`config.mk`:
```
export PLATFORM = sky130hd
export DESIGN_NAME = sfu_stream_driver
export DESIGN_NICKNAME = d
export VERILOG_FILES = /design/src/rtl/sfu_pkg.sv /design/src/rtl/sfu_vec_buf.sv /design/src/rtl/sfu_stream_driver.sv
export SDC_FILE = /design/constraint.sdc
export NUM_CORES = 1
export LEC_CHECK = 0
export BUFFER_PORTS_ARGS = -buffer_cell sky130_fd_sc_hd__clkbuf_2
export CORE_ASPECT_RATIO = 2
export CORE_UTILIZATION = 40
export DETAILED_ROUTE_END_ITERATION = 10
export HOLD_SLACK_MARGIN = 0.06
export PLACE_DENSITY = 0.58
export SYNTH_ARGS = -nofsm -noshare
export SYNTH_HDL_FRONTEND = slang
export SYNTH_SLANG_ARGS = --single-unit
```
`constraint.sdc`:
```
create_clock -name clk -period 5.65 [get_ports clk]
set_clock_uncertainty 0.05 [all_clocks]
set_input_delay 1.4125 -clock clk [delete_from_list [all_inputs] [get_ports clk]]
set_output_delay 1.4125 -clock clk [all_outputs]
set_load 0.01 [all_outputs]
```
`src/rtl/sfu_pkg.sv`:
```
// Shared definitions for the SFU stream driver: function selects, FSM encoding and Q4.4 constants.
package sfu_pkg;

    localparam int DATA_W = 8;
    localparam int SUM_W  = 16;

    // Q4.4 fixed-point representation of 1.0
    localparam logic signed [DATA_W-1:0] ONE = 8'sd16;

    typedef enum logic [2:0] {
        FN_RELU    = 3'd0,
        FN_SIGMOID = 3'd1,
        FN_GELU    = 3'd2,
        FN_TANH    = 3'd3,
        FN_EXP     = 3'd4,
        FN_RSQRT   = 3'd5,
        FN_IDENT   = 3'd6,
        FN_ABS     = 3'd7
    } func_sel_e;

    typedef enum logic [1:0] {
        ST_IDLE   = 2'd0,
        ST_LOADED = 2'd1,
        ST_RUN    = 2'd2,
        ST_DRAIN  = 2'd3
    } drv_state_e;

endpackage

```
`src/rtl/sfu_vec_buf.sv`:
```
// Operand/result register file for the SFU stream driver.
// One write port, one asynchronous read port addressed by an external select.
module sfu_vec_buf
    import sfu_pkg::*;
#(
    parameter int DEPTH = 8
) (
    input  logic                         clk,
    input  logic                         we,
    input  logic [$clog2(DEPTH)-1:0]     wr_addr,
    input  logic signed [DATA_W-1:0]     wr_data,
    input  logic [$clog2(DEPTH)-1:0]     rd_sel,
    output logic signed [DATA_W-1:0]     rd_data
);

    logic signed [DATA_W-1:0] mem [DEPTH];

    always_ff @(posedge clk) begin
        if (we) begin
            mem[wr_addr] <= wr_data;
        end
    end

    assign rd_data = mem[rd_sel];

endmodule

```
`src/rtl/sfu_stream_driver.sv`:
```
// Initiator front-end for the combinational SFU: load a vector, run it through the SFU in place, stream results out.
// Optional accumulator of captured results (sum_out) is built when SFU_ACCUM_EN is defined.
module sfu_stream_driver
    import sfu_pkg::*;
#(
    parameter int DEPTH = 8
) (
    input  logic                      clk,
    input  logic                      rst,
    input  logic signed [DATA_W-1:0]  in_data,
    input  logic                      in_valid,
    input  logic                      in_last,
    output logic                      in_ready,
    input  logic                      cmd_start,
    input  logic [2:0]                cmd_func,
    output logic                      busy,
    output logic signed [DATA_W-1:0]  sfu_x,
    output logic [2:0]                sfu_func,
    input  logic signed [DATA_W-1:0]  sfu_y,
    output logic signed [DATA_W-1:0]  out_data,
    output logic                      out_valid,
    output logic                      out_last,
    input  logic                      out_ready
`ifdef SFU_ACCUM_EN
    ,
    output logic signed [SUM_W-1:0]   sum_out
`endif
);

    localparam int CNT_W = $clog2(DEPTH) + 1;
    localparam int AW    = $clog2(DEPTH);
    localparam logic [CNT_W-1:0] DEPTH_C = CNT_W'(DEPTH);

    drv_state_e               state;
    logic [CNT_W-1:0]         count;
    logic [CNT_W-1:0]         run_k;
    logic [CNT_W-1:0]         rd;
    logic                     in_acc;
    logic                     buf_we;
    logic [AW-1:0]            buf_wa;
    logic [AW-1:0]            buf_ra;
    logic signed [DATA_W-1:0] buf_wd;
    logic signed [DATA_W-1:0] buf_rd;

    assign in_ready = (state == ST_IDLE) && (count < DEPTH_C);
    assign busy     = (state == ST_RUN) || (state == ST_DRAIN);
    assign in_acc   = in_valid && in_ready;

    // RUN reads element k for issue while writing back element k-1 captured from the SFU
    always_comb begin
        buf_we = 1'b0;
        buf_wa = count[AW-1:0];
        buf_wd = in_data;
        buf_ra = run_k[AW-1:0];
        case (state)
            ST_IDLE: buf_we = in_acc;
            ST_RUN: begin
                buf_we = (run_k != '0);
                buf_wa = run_k[AW-1:0] - 1'b1;
                buf_wd = sfu_y;
            end
            ST_DRAIN: buf_ra = rd[AW-1:0];
            default: ;
        endcase
    end

    sfu_vec_buf #(
        .DEPTH(DEPTH)
    ) u_buf (
        .clk    (clk),
        .we     (buf_we),
        .wr_addr(buf_wa),
        .wr_data(buf_wd),
        .rd_sel (buf_ra),
        .rd_data(buf_rd)
    );

    always_ff @(posedge clk) begin
        if (rst) begin
            state     <= ST_IDLE;
            count     <= '0;
            run_k     <= '0;
            rd        <= '0;
            sfu_x     <= '0;
            sfu_func  <= '0;
            out_data  <= '0;
            out_valid <= 1'b0;
            out_last  <= 1'b0;
`ifdef SFU_ACCUM_EN
            sum_out   <= '0;
`endif
        end else begin
            case (state)
                ST_IDLE: begin
                    if (in_acc) begin
                        count <= count + 1'b1;
                        if (in_last || (count + 1'b1 == DEPTH_C)) begin
                            state <= ST_LOADED;
                        end
                    end
                end
                ST_LOADED: begin
                    if (cmd_start) begin
                        sfu_func <= cmd_func;
                        run_k    <= '0;
                        state    <= ST_RUN;
`ifdef SFU_ACCUM_EN
                        sum_out  <= '0;
`endif
                    end
                end
                ST_RUN: begin
                    if (run_k < count) begin
                        sfu_x <= buf_rd;
                    end
`ifdef SFU_ACCUM_EN
                    if (run_k != '0) begin
                        sum_out <= sum_out + SUM_W'(sfu_y);
                    end
`endif
                    if (run_k == count) begin
                        rd    <= '0;
                        state <= ST_DRAIN;
                    end else begin
                        run_k <= run_k + 1'b1;
                    end
                end
                ST_DRAIN: begin
                    // Output register is refilled from the buffer whenever it is empty or being consumed
                    if (out_valid && out_ready && out_last) begin
                        out_valid <= 1'b0;
                        out_last  <= 1'b0;
                        count     <= '0;
                        state     <= ST_IDLE;
                    end else if ((!out_valid || out_ready) && (rd < count)) begin
                        out_data  <= buf_rd;
                        out_last  <= (rd == count - 1'b1);
                        out_valid <= 1'b1;
                        rd        <= rd + 1'b1;
                    end
                end
                default: state <= ST_IDLE;
            endcase
        end
    end

endmodule

```
==> impl_metrics.env, run 1 <==
export IMPL_cp_end_kind="primary output"
export IMPL_hold_buffers=0
export IMPL_numCtsBuffers=9
export IMPL_rows=58
export IMPL_fin_crit_sh_pct=62.45
export IMPL_syn_to_final_growth_pct=9.701
export IMPL_vias=3934
export IMPL_yosysWarnings=0
export IMPL_cpMostUsedCell="inv_1"
export IMPL_tightest_slew_ns=1.071
export IMPL_track_usage_pct=20.21
export IMPL_ir_worst_vdd_mv=0.3036
export IMPL_port_buffers=47
export IMPL_p_leak_nw=1.948
export IMPL_synthFlopType="edfxtp_1"
export IMPL_rsz0062_at_grt="false"
export IMPL_diodes=0
export IMPL_die_w_um=82.91
export IMPL_final_antenna_net_count=0
export IMPL_cts_sinks=99
export IMPL_dp_hpwl_mm=9.542
export IMPL_wirelength_mm=13.50
export IMPL_path_clk_slew_ns=0.07
export IMPL_slew_violations=0
export IMPL_dieHeight_um=163.8
export IMPL_power_mw=2.114
export IMPL_crit_slowest_cell="ha_1"
export IMPL_dieArea_mm2=0.01358
export IMPL_nets=570
export IMPL_seq_area_frac_synth_pct=50.08
export IMPL_core_area_mm2=0.01270
export IMPL_p_per_area_mw_per_mm2=367.9
export IMPL_initial_core_util_pct=41.23
export IMPL_cts_tree="done"
export IMPL_avgSynthCellArea_um2=10.58
export IMPL_via_per_inst=5.768
export IMPL_syn_inst=495
export IMPL_syn_cell_area_mm2=0.005236
export IMPL_grt_start_max_net_pins=39
export IMPL_wl_per_cell_um=19.80
export IMPL_crit_arrival_ns=2.07
export IMPL_status="completed"
export IMPL_grt_overflow=0
export IMPL_fin_crit_ns=3.529
export IMPL_fmax_mhz=283.4
export IMPL_cts_root_buf="clkbuf_16"
export IMPL_firstDrtPassIters=4
export IMPL_clk_latency_ns=0.35
export IMPL_grt_pass1_vias=3961
export IMPL_crit_required_ns=4.19
export IMPL_htreeDepth=3
export IMPL_synth_largest_area_cell="edfxtp_1"
export IMPL_antenna_found_initial=0
export IMPL_hold_violations=0
export IMPL_cts_setup_buffers=0
export IMPL_clockBufferDepth=2
export IMPL_timing_max_slew_rel_slack_pct=28.30
export IMPL_synth_fp_nets=538
export IMPL_worstPathCellList="inv_1, ha_1, inv_1, nand2_1, clkbuf_2"
export IMPL_yosysTopAreaCellShare_pct=36.70
export IMPL_fillCellCount=1177
export IMPL_pre_cts_ws_ns=2.409
export IMPL_drc=0
export IMPL_drive_above_1_share_pct=18.05
export IMPL_hp_class="reg2reg"
export IMPL_drt_iter0_drc=281
export IMPL_post_cts_resized=0
export IMPL_crit_fanout=22
export IMPL_path_class="reg2out"
export IMPL_finalSetupTns_ns=0
export IMPL_synth_cell_types=68
export IMPL_setup_ws_ns=2.121
export IMPL_io_pins=48
export IMPL_place_congestion=0.8058
export IMPL_ys_seq_elements=99
export IMPL_synth_area_leaders="edfxtp_1, dfxtp_1, nor2_1"
export IMPL_synth_async_reset_ratio_pct=0
export IMPL_cp_start_kind="flop"
export IMPL_cap_violations=0
export IMPL_synth_edf_count=64
export IMPL_grt_first_pass_wirelength_mm=20.73
export IMPL_finalSetupViolations=0
export IMPL_max_stage_delay_ns=0.69
cell usage in the layout, fill, tap and decap left out, types with 3 or more instances in the layout:
cell type  netlist  routed
nor3_1           5       5
a32oi_1          7       7
o221ai_1        10      10
a211oi_1        17      17
or2b_1           7       7
buf_4            3       3
o211ai_1         3       3
dfxtp_1         35      35
o221ai_2         5       5
inv_1           14      14
nand3_1          9       9
a31oi_1          4       4
clkbuf_16        0      10
ha_1            18      18
nand4_1          3       3
a21oi_1         28      28
mux2_2           8       8
nor2b_1          6       6
nor2_1          79      79
edfxtp_1        64      64
inv_6            0       3
xnor2_1          8       8
nand2b_1        25      25
and2_1           3       3
nand2_1         25      25
clkbuf_2         2      47
a22oi_1         15      15
o21ai_0         26      26
worst paths after layout:
path | start | endpoint | slack [ns] | cells after the start
worst max-delay path | state[0] | busy | 2.12 | 5
worst min-delay path | sfu_func[0] | sfu_func[0] | 0.41 | 2
worst max register to register | state[0] | out_data[2] | 2.42 | 6
worst min register to register | sfu_func[0] | sfu_func[0] | 0.41 | 2
per-stage QoR:
step	area (µm²)	hold slack (ns)	utilization (%)	std cells
global route	5744	0.4527	45.23	682
CTS	5744	0.4127	45.23	682
detailed placement	5443	0.4017	42.86	666
global placement	5443	0.3962	42.86	666
floorplan	5236	0.4305	-	495
finish	5744	0.4070	45.23	682
per-layer routing:
| layer | global-route usage [%] | part of all wire, % | wire length [µm] | vias to the layer above |
|---|---|---|---|---|
| met4 | 15.05 | 6.4 | 858 | 0 |
| met1 | 19.08 | 35 | 4779 | 1905 |
| met2 | 39.08 | 55 | 7493 | 102 |
| li1 | - | - | - | 1888 |
| met5 | 0 | 0 | 0 | - |
| met3 | 2.513 | 2.7 | 370 | 39 |
cell usage after synthesis, drive strengths merged, types with 9 or more instances:
cell type / number
ha: 18
dfxtp: 35
a21oi: 29
o21ai: 28
inv: 15
mux2: 9
nor2: 81
o221ai: 15
nand3: 10
a211oi: 18
nand2b: 26
nand2: 25
edfxtp: 64
buf: 21
a22oi: 17
cells by family after synthesis:
logic type | synth area share, %
simple gates | 16.56
xor+xnor | 1.338
fa+ha+maj | 4.301
compound gates | 19.19
flops | 50.08
mux | 2.891
buf+inv | 5.639
registers in the layout, summed over array words and instances, names as in the netlist:
register   flops
out_data       8
rd             4
run_k          4
sfu_x          8
state          2
out_valid      1
count          4
sfu_func       3
u_buf.mem     64
out_last       1
layout make-up:
| class | instances | area (µm²) | share of cell area (%) |
|---|---|---|---|
| sequential | 99 | 2623 | 45.65 |
| timing repair buffer | 50 | 257.7 | 4.487 |
| multi-input combinational | 352 | 2318 | 40.36 |
| tap | 150 | 187.7 | 3.267 |
| clock inverter | 6 | 51.30 | 0.8931 |
| clock buffer | 10 | 250.2 | 4.356 |
| inverter | 15 | 56.30 | 0.9802 |
worst max-delay path: cells and delay by family, from the launching register on:
kind                     cells  cell delay, ns
flip-flops                   1            0.35
adder cells (fa/ha/maj)      1            0.69
AND/OR/NAND/NOR              1            0.13
buffers and inverters        3            0.54
power breakdown:
part	switching (mW)	internal, mW
clock network	0.280	0.333
registers	0.0441	0.883
logic	0.375	0.197
Power figures use the tool's default switching activity.
==> run 2: changes to the inputs <==
==> constraint.sdc (replaced) <==
create_clock -name clk -period 3.55 [get_ports clk]
set_clock_uncertainty 0.05 [all_clocks]
set_input_delay 0.8875 -clock clk [delete_from_list [all_inputs] [get_ports clk]]
set_output_delay 0.8875 -clock clk [all_outputs]
set_load 0.01 [all_outputs]
==> run 2 against run 1 <==
Net effect: sequential share of layout area fell by 0.89 points; first-iteration DRC count shrank 1.8%; final cell count increased by 1.9%; critical path type unchanged; critical endpoint unchanged.
==> impl_metrics.env, run 2 (synthesized netlist as in run 1, its figures left out) <==
export IMPL_status="completed"
export IMPL_slew_violations=0
export IMPL_cts_tree="done"
export IMPL_cts_root_buf="clkbuf_16"
export IMPL_io_pins=48
export IMPL_clk_latency_ns=0.34
export IMPL_p_per_area_mw_per_mm2=588.8
export IMPL_grt_start_max_net_pins=34
export IMPL_fin_crit_sh_pct=79.23
export IMPL_reg2reg_slack_ns=0.87
export IMPL_p_leak_nw=2.029
export IMPL_path_class="reg2out"
export IMPL_finalSetupViolations=0
export IMPL_ir_worst_vdd_mv=0.3797
export IMPL_via_per_inst=5.833
export IMPL_vias=4054
export IMPL_path_clk_slew_ns=0.07
export IMPL_cts_setup_buffers=0
export IMPL_cp_end_kind="primary output"
export IMPL_tightest_slew_ns=0.8028
export IMPL_post_cts_resized=0
export IMPL_drt_iter0_drc=276
export IMPL_syn_to_final_growth_pct=11.88
export IMPL_mostFrequentLayoutCells="nor2_1, edfxtp_1, clkbuf_2"
export IMPL_cap_violations=0
export IMPL_port_buffers=47
export IMPL_crit_fanout=14
export IMPL_largest_register="u_buf.mem"
export IMPL_dp_hpwl_mm=10.08
export IMPL_cts_sinks=99
export IMPL_rr_startpoint="state[0]"
export IMPL_initial_core_util_pct=41.23
export IMPL_hold_violations=0
export IMPL_reg_top3="u_buf.mem: 64 flops, out_data: 8 flops, sfu_x: 8 flops"
export IMPL_final_antenna_net_count=0
export IMPL_cp_start_kind="flop"
export IMPL_crit_arrival_ns=1.88
export IMPL_wirelength_mm=14.23
export IMPL_max_stage_delay_ns=0.53
export IMPL_grt_pass1_vias=4171
export IMPL_numCtsBuffers=9
export IMPL_grt_overflow=0
export IMPL_track_usage_pct=21.32
export IMPL_final_common_cell="nor2_1"
export IMPL_crit_required_ns=2.61
export IMPL_r2r_end="out_data[2]"
export IMPL_hold_slack_ns=0.4120
export IMPL_htreeDepth=3
export IMPL_clockBufferDepth=2
export IMPL_finalSetupTns_ns=0
export IMPL_diodes=0
export IMPL_fin_crit_ns=2.813
export IMPL_antenna_found_initial=0
export IMPL_hold_buffers=0
export IMPL_drive_above_1_share_pct=20.00
export IMPL_nets=583
export IMPL_firstDrtPassIters=5
export IMPL_rsz0062_at_grt="false"
export IMPL_dieArea_mm2=0.01358
export IMPL_die_w_um=82.91
export IMPL_place_congestion=0.8316
export IMPL_rows=58
export IMPL_dieHeight_um=163.8
export IMPL_drc=0
export IMPL_hp_class="reg2reg"
export IMPL_critPathCapture="busy"
export IMPL_crit_slowest_cell="ha_1"
export IMPL_core_area_mm2=0.01270
export IMPL_crit_path_start="state[0]"
export IMPL_worstPathCellList="ha_1, buf_4, inv_1, nand2_1, clkbuf_2"
export IMPL_final_util_pct=46.13
export IMPL_wl_per_cell_um=20.48
export IMPL_grt_first_pass_wirelength_mm=21.59
export IMPL_setup_ws_ns=0.7373
export IMPL_power_mw=3.449
export IMPL_largest_reg_flops=64
export IMPL_pre_cts_ws_ns=0.8563
export IMPL_fmax_mhz=355.5
export IMPL_worst_r2r_cell_count=6
export IMPL_timing_max_slew_rel_slack_pct=46.12
run 2: worst min-delay path by stage:
stage / from / endpoint / slack [ns] / cells past startpoint
floorplan: sfu_func[0] / sfu_func[0] / 0.43 / 2
global placement: sfu_func[1] / sfu_func[1] / 0.40 / 2
detailed placement: sfu_func[2] / sfu_func[2] / 0.40 / 2
CTS: sfu_func[2] / sfu_func[2] / 0.41 / 2
global route: sfu_func[1] / sfu_func[1] / 0.44 / 2
finish: sfu_func[2] / sfu_func[2] / 0.41 / 2
run 2: per-stage QoR:
step | area, µm² | instances
6_report | 5858 | 695
5_1_grt | 5858 | 695
4_1_cts | 5858 | 695
3_5_place_dp | 5540 | 679
3_3_place_gp | 5540 | 679
2_1_floorplan | 5236 | 495
run 2: where the power goes:
part	internal, mW	switching, mW	total (mW)
logic	0.339	0.612	0.951
registers	1.40	0.0719	1.48
clock network	0.596	0.428	1.02
run 2: layout make-up:
cell class	instances	area, µm²
Fill cell	1152	6842
Sequential cell	99	2623
Multi-Input combinational cell	352	2318
Timing Repair Buffer	63	355.3
Clock buffer	10	250.2
Tap cell	150	187.7
Clock inverter	6	67.56
Inverter	15	56.30
run 2: routing by layer:
layer | up-vias | routed length [µm] | global-route usage, %
li1 | 1916 | - | -
met2 | 106 | 8419 | 43.67
met1 | 2000 | 4820 | 18.86
met4 | 0 | 568 | 12.93
met3 | 32 | 424 | 3.216
met5 | - | 0 | 0
run 2: worst max-delay path: cells and delay by family, from the launching register on:
kind	cells	cell delay [ns]
fa+ha+maj	1	0.53
simple gates	1	0.07
flops	1	0.39
buf+inv	3	0.53
